### src/rtl/axi_tagctrl_tag_req_gen.sv
`default_nettype none
// +-----------------------------------------------------------------------------+
// | axi_tagctrl_tag_req_gen : AXI burst -> per-tag-word request stream, Rev 1.0 |
// +-----------------------------------------------------------------------------+
module axi_tagctrl_tag_req_gen #(
  parameter int unsigned AxiAddrWidth = 64,
  parameter int unsigned AxiIdWidth   = 4,
  parameter int unsigned CapSize      = 128,
  parameter int unsigned TagLineWidth = 64,
  parameter int unsigned NumRegions   = 2
) (
  input  logic                                     clk_i,
  input  logic                                     rst_i,
  input  logic [NumRegions-1:0][AxiAddrWidth-1:0]  region_base_i,
  input  logic [NumRegions-1:0][AxiAddrWidth-1:0]  region_len_i,
  input  logic [NumRegions-1:0][AxiAddrWidth-1:0]  region_tag_base_i,
  input  logic                                     ax_valid_i,
  output logic                                     ax_ready_o,
  input  logic [AxiAddrWidth-1:0]                  ax_addr_i,
  input  logic [7:0]                               ax_len_i,
  input  logic [2:0]                               ax_size_i,
  input  logic [1:0]                               ax_burst_i,
  input  logic [AxiIdWidth-1:0]                    ax_id_i,
  output logic                                     req_valid_o,
  input  logic                                     req_ready_i,
  output logic [AxiAddrWidth-1:0]                  req_addr_o,
  output logic [$clog2(TagLineWidth)-1:0]          req_bit_lo_o,
  output logic [$clog2(TagLineWidth)-1:0]          req_bit_hi_o,
  output logic [AxiIdWidth-1:0]                    req_id_o,
  output logic                                     req_last_o,
  output logic                                     req_hit_o,
  output logic                                     req_err_o,
  output logic                                     busy_o
);

  localparam int unsigned ADDR_W       = AxiAddrWidth;
  localparam int unsigned BIT_W        = $clog2(TagLineWidth);
  localparam int unsigned CAP_SHIFT    = $clog2(CapSize / 8);
  localparam int unsigned STRIDE_SHIFT = $clog2(TagLineWidth / 8);
  localparam logic [BIT_W-1:0]  BIT_MAX = BIT_W'(TagLineWidth - 1);
  localparam logic [ADDR_W-1:0] STRIDE  = ADDR_W'(TagLineWidth / 8);
  localparam logic [ADDR_W:0]   ONE_X   = {{ADDR_W{1'b0}}, 1'b1};
  localparam logic [ADDR_W-1:0] ONE     = {{(ADDR_W-1){1'b0}}, 1'b1};

  typedef enum logic [1:0] {
    IDLE   = 2'd0,
    GEN    = 2'd1,
    SINGLE = 2'd2
  } state_t;

  state_t state;

  // Burst span is computed one bit wider so that a wrap past the top of the
  // address space shows up as bit ADDR_W and can be excluded from every region.
  logic [ADDR_W:0] total;
  logic [ADDR_W:0] span_start;
  logic [ADDR_W:0] span_end;

  always_comb begin
    total      = ({{(ADDR_W-7){1'b0}}, ax_len_i} + ONE_X) << ax_size_i;
    span_start = {1'b0, ax_addr_i};
    span_end   = span_start + total - ONE_X;
    unique case (ax_burst_i)
      2'b01: ;
      2'b10: begin
        span_start = {1'b0, ax_addr_i} & ~(total - ONE_X);
        span_end   = span_start + total - ONE_X;
      end
      default: span_end = span_start + (ONE_X << ax_size_i) - ONE_X;
    endcase
  end

  logic [NumRegions-1:0] full;
  logic [NumRegions-1:0] touch;

  generate
    for (genvar r = 0; r < NumRegions; r++) begin : g_region
      logic [ADDR_W:0] base_x;
      logic [ADDR_W:0] limit_x;
      logic            enabled;
      assign base_x   = {1'b0, region_base_i[r]};
      assign limit_x  = base_x + {1'b0, region_len_i[r]};
      assign enabled  = (region_len_i[r] != '0) && !span_end[ADDR_W];
      assign full[r]  = enabled && (span_start >= base_x) && (span_end < limit_x);
      assign touch[r] = enabled && (span_start < limit_x) && (span_end >= base_x);
    end
  endgenerate

  logic              any_full;
  logic [ADDR_W-1:0] sel_base;
  logic [ADDR_W-1:0] sel_tag_base;

  // Scan from the top down so the lowest matching index is the one kept.
  always_comb begin
    any_full     = 1'b0;
    sel_base     = '0;
    sel_tag_base = '0;
    for (int r = int'(NumRegions) - 1; r >= 0; r--) begin
      if (full[r]) begin
        any_full     = 1'b1;
        sel_base     = region_base_i[r];
        sel_tag_base = region_tag_base_i[r];
      end
    end
  end

  logic [ADDR_W-1:0] cap_start;
  logic [ADDR_W-1:0] cap_end;
  logic [ADDR_W-1:0] word_first;
  logic [ADDR_W-1:0] word_last;

  assign cap_start  = (span_start[ADDR_W-1:0] - sel_base) >> CAP_SHIFT;
  assign cap_end    = (span_end[ADDR_W-1:0] - sel_base) >> CAP_SHIFT;
  assign word_first = cap_start >> BIT_W;
  assign word_last  = cap_end >> BIT_W;

  logic [ADDR_W-1:0] word_idx;
  logic [ADDR_W-1:0] word_end;
  logic [BIT_W-1:0]  end_bit;
  logic [ADDR_W-1:0] next_idx;

  assign next_idx = word_idx + ONE;

  always_ff @(posedge clk_i or posedge rst_i) begin
    if (rst_i) begin
      state        <= IDLE;
      ax_ready_o   <= 1'b1;
      busy_o       <= 1'b0;
      req_valid_o  <= 1'b0;
      req_addr_o   <= '0;
      req_bit_lo_o <= '0;
      req_bit_hi_o <= '0;
      req_id_o     <= '0;
      req_last_o   <= 1'b0;
      req_hit_o    <= 1'b0;
      req_err_o    <= 1'b0;
      word_idx     <= '0;
      word_end     <= '0;
      end_bit      <= '0;
    end else begin
      unique case (state)
        IDLE: begin
          if (ax_valid_i) begin
            ax_ready_o  <= 1'b0;
            busy_o      <= 1'b1;
            req_valid_o <= 1'b1;
            req_id_o    <= ax_id_i;
            if (any_full) begin
              state        <= GEN;
              word_idx     <= word_first;
              word_end     <= word_last;
              end_bit      <= cap_end[BIT_W-1:0];
              req_addr_o   <= sel_tag_base + (word_first << STRIDE_SHIFT);
              req_bit_lo_o <= cap_start[BIT_W-1:0];
              req_bit_hi_o <= (word_first == word_last) ? cap_end[BIT_W-1:0] : BIT_MAX;
              req_last_o   <= (word_first == word_last);
              req_hit_o    <= 1'b1;
              req_err_o    <= 1'b0;
            end else begin
              state        <= SINGLE;
              req_addr_o   <= '0;
              req_bit_lo_o <= '0;
              req_bit_hi_o <= '0;
              req_last_o   <= 1'b1;
              req_hit_o    <= 1'b0;
              req_err_o    <= |touch;
            end
          end
        end
        GEN, SINGLE: begin
          if (req_ready_i) begin
            if (req_last_o) begin
              state        <= IDLE;
              ax_ready_o   <= 1'b1;
              busy_o       <= 1'b0;
              req_valid_o  <= 1'b0;
              req_addr_o   <= '0;
              req_bit_lo_o <= '0;
              req_bit_hi_o <= '0;
              req_id_o     <= '0;
              req_last_o   <= 1'b0;
              req_hit_o    <= 1'b0;
              req_err_o    <= 1'b0;
            end else begin
              // Only GEN reaches here; SINGLE always carries last.
              word_idx     <= next_idx;
              req_addr_o   <= req_addr_o + STRIDE;
              req_bit_lo_o <= '0;
              req_bit_hi_o <= (next_idx == word_end) ? end_bit : BIT_MAX;
              req_last_o   <= (next_idx == word_end);
            end
          end
        end
        default: state <= IDLE;
      endcase
    end
  end

endmodule
`default_nettype wire

### config.mk
export PLATFORM = sky130hd
export DESIGN_NAME = axi_tagctrl_tag_req_gen
export DESIGN_NICKNAME = d
export VERILOG_FILES = /design/src/rtl/axi_tagctrl_tag_req_gen.sv
export SDC_FILE = /design/constraint.sdc
export NUM_CORES = 2
export LEC_CHECK = 0
export ABC_AREA = 1
export CAP_MARGIN = 5
export CORE_MARGIN = 10
export CORE_UTILIZATION = 25
export DETAILED_ROUTE_END_ITERATION = 6
export HOLD_SLACK_MARGIN = 0.02
export PLACE_DENSITY = 0.49
export SLEW_MARGIN = 25
export SYNTH_ARGS = -nofsm -noshare
export SYNTH_HDL_FRONTEND = slang
export SYNTH_SLANG_ARGS = --single-unit
### constraint.sdc
create_clock -name clk_i -period 22.7 [get_ports clk_i]
set_clock_uncertainty 0.15 [all_clocks]
set_input_delay 6.81 -clock clk_i [delete_from_list [all_inputs] [get_ports clk_i]]
set_output_delay 6.81 -clock clk_i [all_outputs]
set_load 0.01 [all_outputs]
---- Yosys cells after proc, flatten, opt, wreduce, memory -nomap -nowiden ----
Index checks and enable logic that the tools add are counted.
word-level totals
  flip-flop bits (word level) ............. 211
  bits of input ports ..................... 469
  output and inout port bits .............. 86
cells by class
  add/subtract/negate cells ............... 15
  $lt $le $gt $ge ......................... 8
  equality and inequality tests ........... 11
  shifts and indexed selects .............. 2
  muxes and demuxes ....................... 57
  bitwise operators ....................... 2
  reductions and logical operators ........ 22
operator list
  kind                                                                  count
  64-bit 2-to-1 mux                                                     12
  65-bit by 64-bit >= comparator with 1-bit output                      4
  65-bit less-than comparator                                           4
  65-bit by 1-bit subtractor with 65-bit output, second input constant  4
  64-bit one-hot mux with 2 select lines                                2
  64-bit by 64-bit adder with 65-bit output                             2
  64-bit by 65-bit adder with 65-bit output                             2
  65-bit one-hot mux with 2 select lines                                1
  64-bit nonzero test                                                   2
  64-bit subtractor                                                     2
  65-bit adder                                                          1
  64-bit by 65-bit AND with 65-bit output                               1
  65-bit 2-to-1 mux                                                     1
  65-bit NOT                                                            1
  1-bit by 3-bit left shift with 65-bit output, first input constant    1
  9-bit by 3-bit left shift with 65-bit output                          1
  64-bit by 1-bit adder with 64-bit output, second input constant       1
  64-bit by 4-bit adder with 64-bit output, second input constant       1
  64-bit by 57-bit adder with 64-bit output                             1
  64-bit by 54-bit == test with 1-bit output                            1
  54-bit == test                                                        1
  6-bit 2-to-1 mux                                                      9
  6-bit one-hot mux with 2 select lines                                 2
  1-bit 2-to-1 mux                                                      16
  other kinds (17)                                                      44

---- Longest topological paths before layout ----
  depth after elaboration ................. 20
  depth in mapped cells ................... 112
  mapped depth without buffers ............ 110

---- Least setup slack after synthesis ----
No wires, ideal clock.
  path type ............................... input-to-reg
  start point ............................. input port ax_len_i[0]
  end point ............................... register req_addr_o[60]
  library setup time ...................... 121 ps
  data arrival time ....................... 18853 ps
  path slack .............................. 3576 ps
  stages .................................. 101
  buffers on the path ..................... 6
  cells stage by stage .................... ha_1 > o21ai_0 > nor2_1 > nand2_1 > nand3_1 > inv_1 > nand2_1 > nor2_2 > nand3_2 > nor2_4 > nand3_1 > nor4_1 > nand2_1 > clkinv_1 > clkbuf_1 > nor2_1 > ha_1 > nand2_1 > (+65 left out) > nand2_1 > a21oi_1 > inv_1 > nand2_1 > a31oi_1 > inv_1 > o21ai_0 > nand3_1 > nand2_1 > nand2_1 > nand2_1 > nand2_1 > nand2_1 > nand2_1 > nand2_1 > nand2_1 > nand3_1 > a21oi_1
on the way
  longest elaborated chain between the ends .. 19
ends and longest elaborated chain
  what                                                                                    line  source
  from (decl)                                                                             20    input logic [7:0] ax_len_i,
  8-bit by 1-bit adder with 9-bit output *                                                60    total = ({{(ADDR_W-7){1'b0}}, ax_len_i} + ONE_X) << ax_size_i;
  9-bit by 3-bit left shift with 65-bit output *                                          60
  branches (longest 14 deep; another with 65-bit by 1-bit subtractor with 65-bit output)  n/a
  64-bit 2-to-1 mux *                                                                     148   if (any_full) begin
  64-bit 2-to-1 mux *                                                                     143   if (ax_valid_i) begin
  64-bit one-hot mux with 2 select lines *                                                141   unique case (state)
  to (signal assigned)                                                                    153   req_addr_o <= sel_tag_base + (word_first << STRIDE_SHIFT);
  to (signal assigned)                                                                    187   req_addr_o <= req_addr_o + STRIDE;
  to (decl)                                                                               26    output logic [AxiAddrWidth-1:0] req_addr_o,
Mark *: on every way between the ends. The select of a mux whose other input is x is not followed.
A chain may end at the register's enable or synchronous reset.

---- Worst setup path after layout ----
  start point ............................. input port ax_len_i[0]
  end point ............................... register req_addr_o[51]
Same word-level chain as after synthesis.

==> results.md <==
- Vias in the first global route: 69376
- Worst skew pair latency: 0.57 ns
- Placed cells: 14065
- Via density: 5.17
- Switching Fraction: 0.614
- FP Rows: 181
- Setup WS post-layout: 1.32 ns
- F_max: 46.8 MHz
- IO Count: 555
- Worst Hold Class: reg -> reg
- CP Capture Type: flop
- Tmin final: 21.38 ns
- Required time of the worst setup path: 23.03 ns
- Final HPWL DP: 287 mm
- Die Area: 264000 sq um
- Routability cong.: 1.05
- WS Path Type: in -> reg
- Met3 WL: 21.3 mm
- Final worst path period share: 0.942
- Pin count of the biggest net entering global routing: 101
- Leak Pwr: 34.0 nW
- Cell taking the most area after synthesis: ha_1
- Crit-path slowest cell: nor3_1
- Chip Height: 513 um
- Maxcap violations: 0
- Worst path max stage delay: 0.86 ns
- Psw: 3.83 mW
- Place WS: 0.364 ns
- Root buffer cell: clkbuf_16
- WP data arrival: 21.70 ns
- Count leader, synth: nand2_1
- Syn avg cell area: 5.85 sq um
- Sequential area share after synthesis: 0.0868
- Post-CTS sizing: 0
- Top cell type's share of synthesized area: 0.198
- H-tree Lvls: 1
- Clock power frac: 0.070
- Final WL: 326 mm
- TritonRoute pass-1 iters: 7
- Combinational power share: 0.817
- Hold buffers post-CTS: 0
- Pint: 2.41 mW
- Nets@finish: 12331
- Die width: 513 um
- Most instantiated cells after synthesis: 2382 x nand2_1, 1560 x inv_1, 1152 x a21oi_1
- Number of synthesized flops with an enable pin: 0
- Initial core utilization: 0.251
- # fillers: 27861
- Power per cell area: 87.5 nW/um^2
- Post-synth net total: 11854
- Post-CTS Setup Repair Bufs: 0
- Synth area leaders: ha_1 20%, nand2_1 15%, inv_1 9.6%
- Remaining global-route overflow: 0
- Clock Path Buffers: 3
- Dominant synthesized flop cell: dfrtp_1
- Reg2reg start: word_idx[3]
- Routed WL per cell: 23.1 um
- Final Hold Fails: 0
- Non-filler instance count after layout: 14127
- CP Launch Type: input pin
- CP max FO: 42
- Share of cells above drive strength 1: 0.0359
- Residual DRC: 4
- Outcome: complete, but fails checks
- Area Growth Syn to Fin: 17.0%
- I/O Buffers: 554
- # setup viols final: 0
- Flops & latches, synth: 211
- Critical Path Source: ax_len_i[0]
- Worst-case vdd ir drop: 0.0958 mV
- Via count: 73042
- First-pass GRT wire length: 462 mm
- Core area: 243000 sq um
- YS warnings: 0
- Routed met1 length: 145 mm
- Worst-margin pin slew: 1.10 ns
- Highest metal used: met4
- Clock Sinks: 211
- Flop pwr share: 0.113
- Synth Instances: 10414
- RSZ-0062 raised after global routing: no
- Ys async rst share: 1.00
- Synth unique cells: 79
- Post-Syn Area: 60900 sq um
- Setup_tns: 0 ns
- Most Frequent Cell on Critical Path: nand2_1
- Clock-pin slew on the worst setup and hold paths: 0.06 ns
- Num CTS Buffers: 26
- Hold Startpoint: word_end[47]
- Post-route ant nets: 0
- Slew Limit Headroom: 0.264
- Initial antenna violation count: 16
- DR iter-0 viols: 7039
- TritonCTS clock tree: yes
- Met2 wire len: 140 mm
- GRT Total Usage: 0.232
- Final Max Tran Viols: 0
- Smallest hold slack: 0.335 ns
- Failing checks: DRC
## layer usage
layer / track usage / vias to the layer above
met5: 0 / -
met4: 0.116 / 0
met3: 0.0235 / 524
met2: 0.368 / 2972
met1: 0.312 / 33546
li1: - / 36000
## cells by family (layout without fill, tap and decap cells)
group | Yosys count | count (layout) | share of synthesized area
other cells | 0 | 15 | 0
flops | 211 | 211 | 0.0868
compound gates | 2486 | 2486 | 0.226
simple gates | 4603 | 4603 | 0.322
buf+inv | 1796 | 2292 | 0.113
fa+ha+maj | 971 | 971 | 0.200
xor+xnor | 344 | 344 | 0.0509
mux | 3 | 3 | 0.000493
## metrics by stage
step	area [sq um]	utilization	power, mW
after floorplan	60900	-	3.88
final	71200	0.293	6.23
after global routing	71200	0.293	6.78
after CTS	71200	0.293	6.13
after detailed placement	70300	0.290	5.67
after global placement	70300	0.290	5.69
## cells in the final DEF, fill, tap and decap left out, types with 25 or more instances in the layout
master	instances
a31oi_1	103
ha_1	963
nand4_1	177
o21bai_1	28
o21a_1	62
o21ai_1	41
buf_4	87
nand3b_1	38
o211ai_1	51
a21oi_1	1151
nor2_2	25
o221ai_1	32
clkbuf_16	26
nand2_1	2379
xnor2_1	130
a211oi_1	32
a21o_1	25
a21boi_0	26
nand2_2	69
xor2_1	202
o21ai_0	775
clkdlybuf4s50_1	554
inv_2	32
nor2_1	1037
dfrtp_1	210
inv_1	1555
nand3_1	498
or2_2	49
nor3_1	157
nor4_1	105
## layout make-up
cell class	instances	area [sq um]	area share
multi-input cells	8407	48800	0.685
repair buffers	642	6210	0.0872
well taps	3202	4010	0.0562
clock buffers	31	679	0.00954
diodes	15	37.5	0.000527
clock inverters	16	175	0.00246
flip-flops and latches	211	5280	0.0741
inverters	1603	6030	0.0846
## power by group through the flow
stage	Clock (mW)	Sequential, mW	Combinational [mW]
6_report	0.433	0.707	5.09
5_1_grt	0.460	0.732	5.59
4_1_cts	0.445	0.705	4.98
3_5_place_dp	0	0.710	4.96
3_3_place_gp	0	0.708	4.98
2_1_floorplan	0	0.698	3.18
## registers in the layout, summed over array words and instances, names as in the netlist
name / flops
word_idx: 64
req_bit_lo_o: 6
busy_o: 1
ax_ready_o: 1
end_bit: 6
req_last_o: 1
word_end: 54
req_err_o: 1
req_bit_hi_o: 6
state: 2
req_addr_o: 64
req_hit_o: 1
req_id_o: 4
## final timing paths
check                           cells past startpoint  slack (ns)             end
worst min register to register                      2        0.34    word_end[47]
min in group asynchronous                           2        6.64   req_addr_o[2]
worst min-delay path                                2        0.34    word_end[47]
max in group asynchronous                           3       14.40    word_end[49]
worst max register to register                     24       17.33      req_last_o
worst max-delay path                               74        1.32  req_addr_o[51]
## worst max-delay path, delay by kind of cell
kind	cells	cell delay, ns
AND/OR/NAND/NOR	48	8.56
AO/OA/AOI/OAI	13	2.43
adder cells (fa/ha/maj)	6	2.26
buffers and inverters	7	1.54
Note: power is estimated with default switching activity, not from simulation.
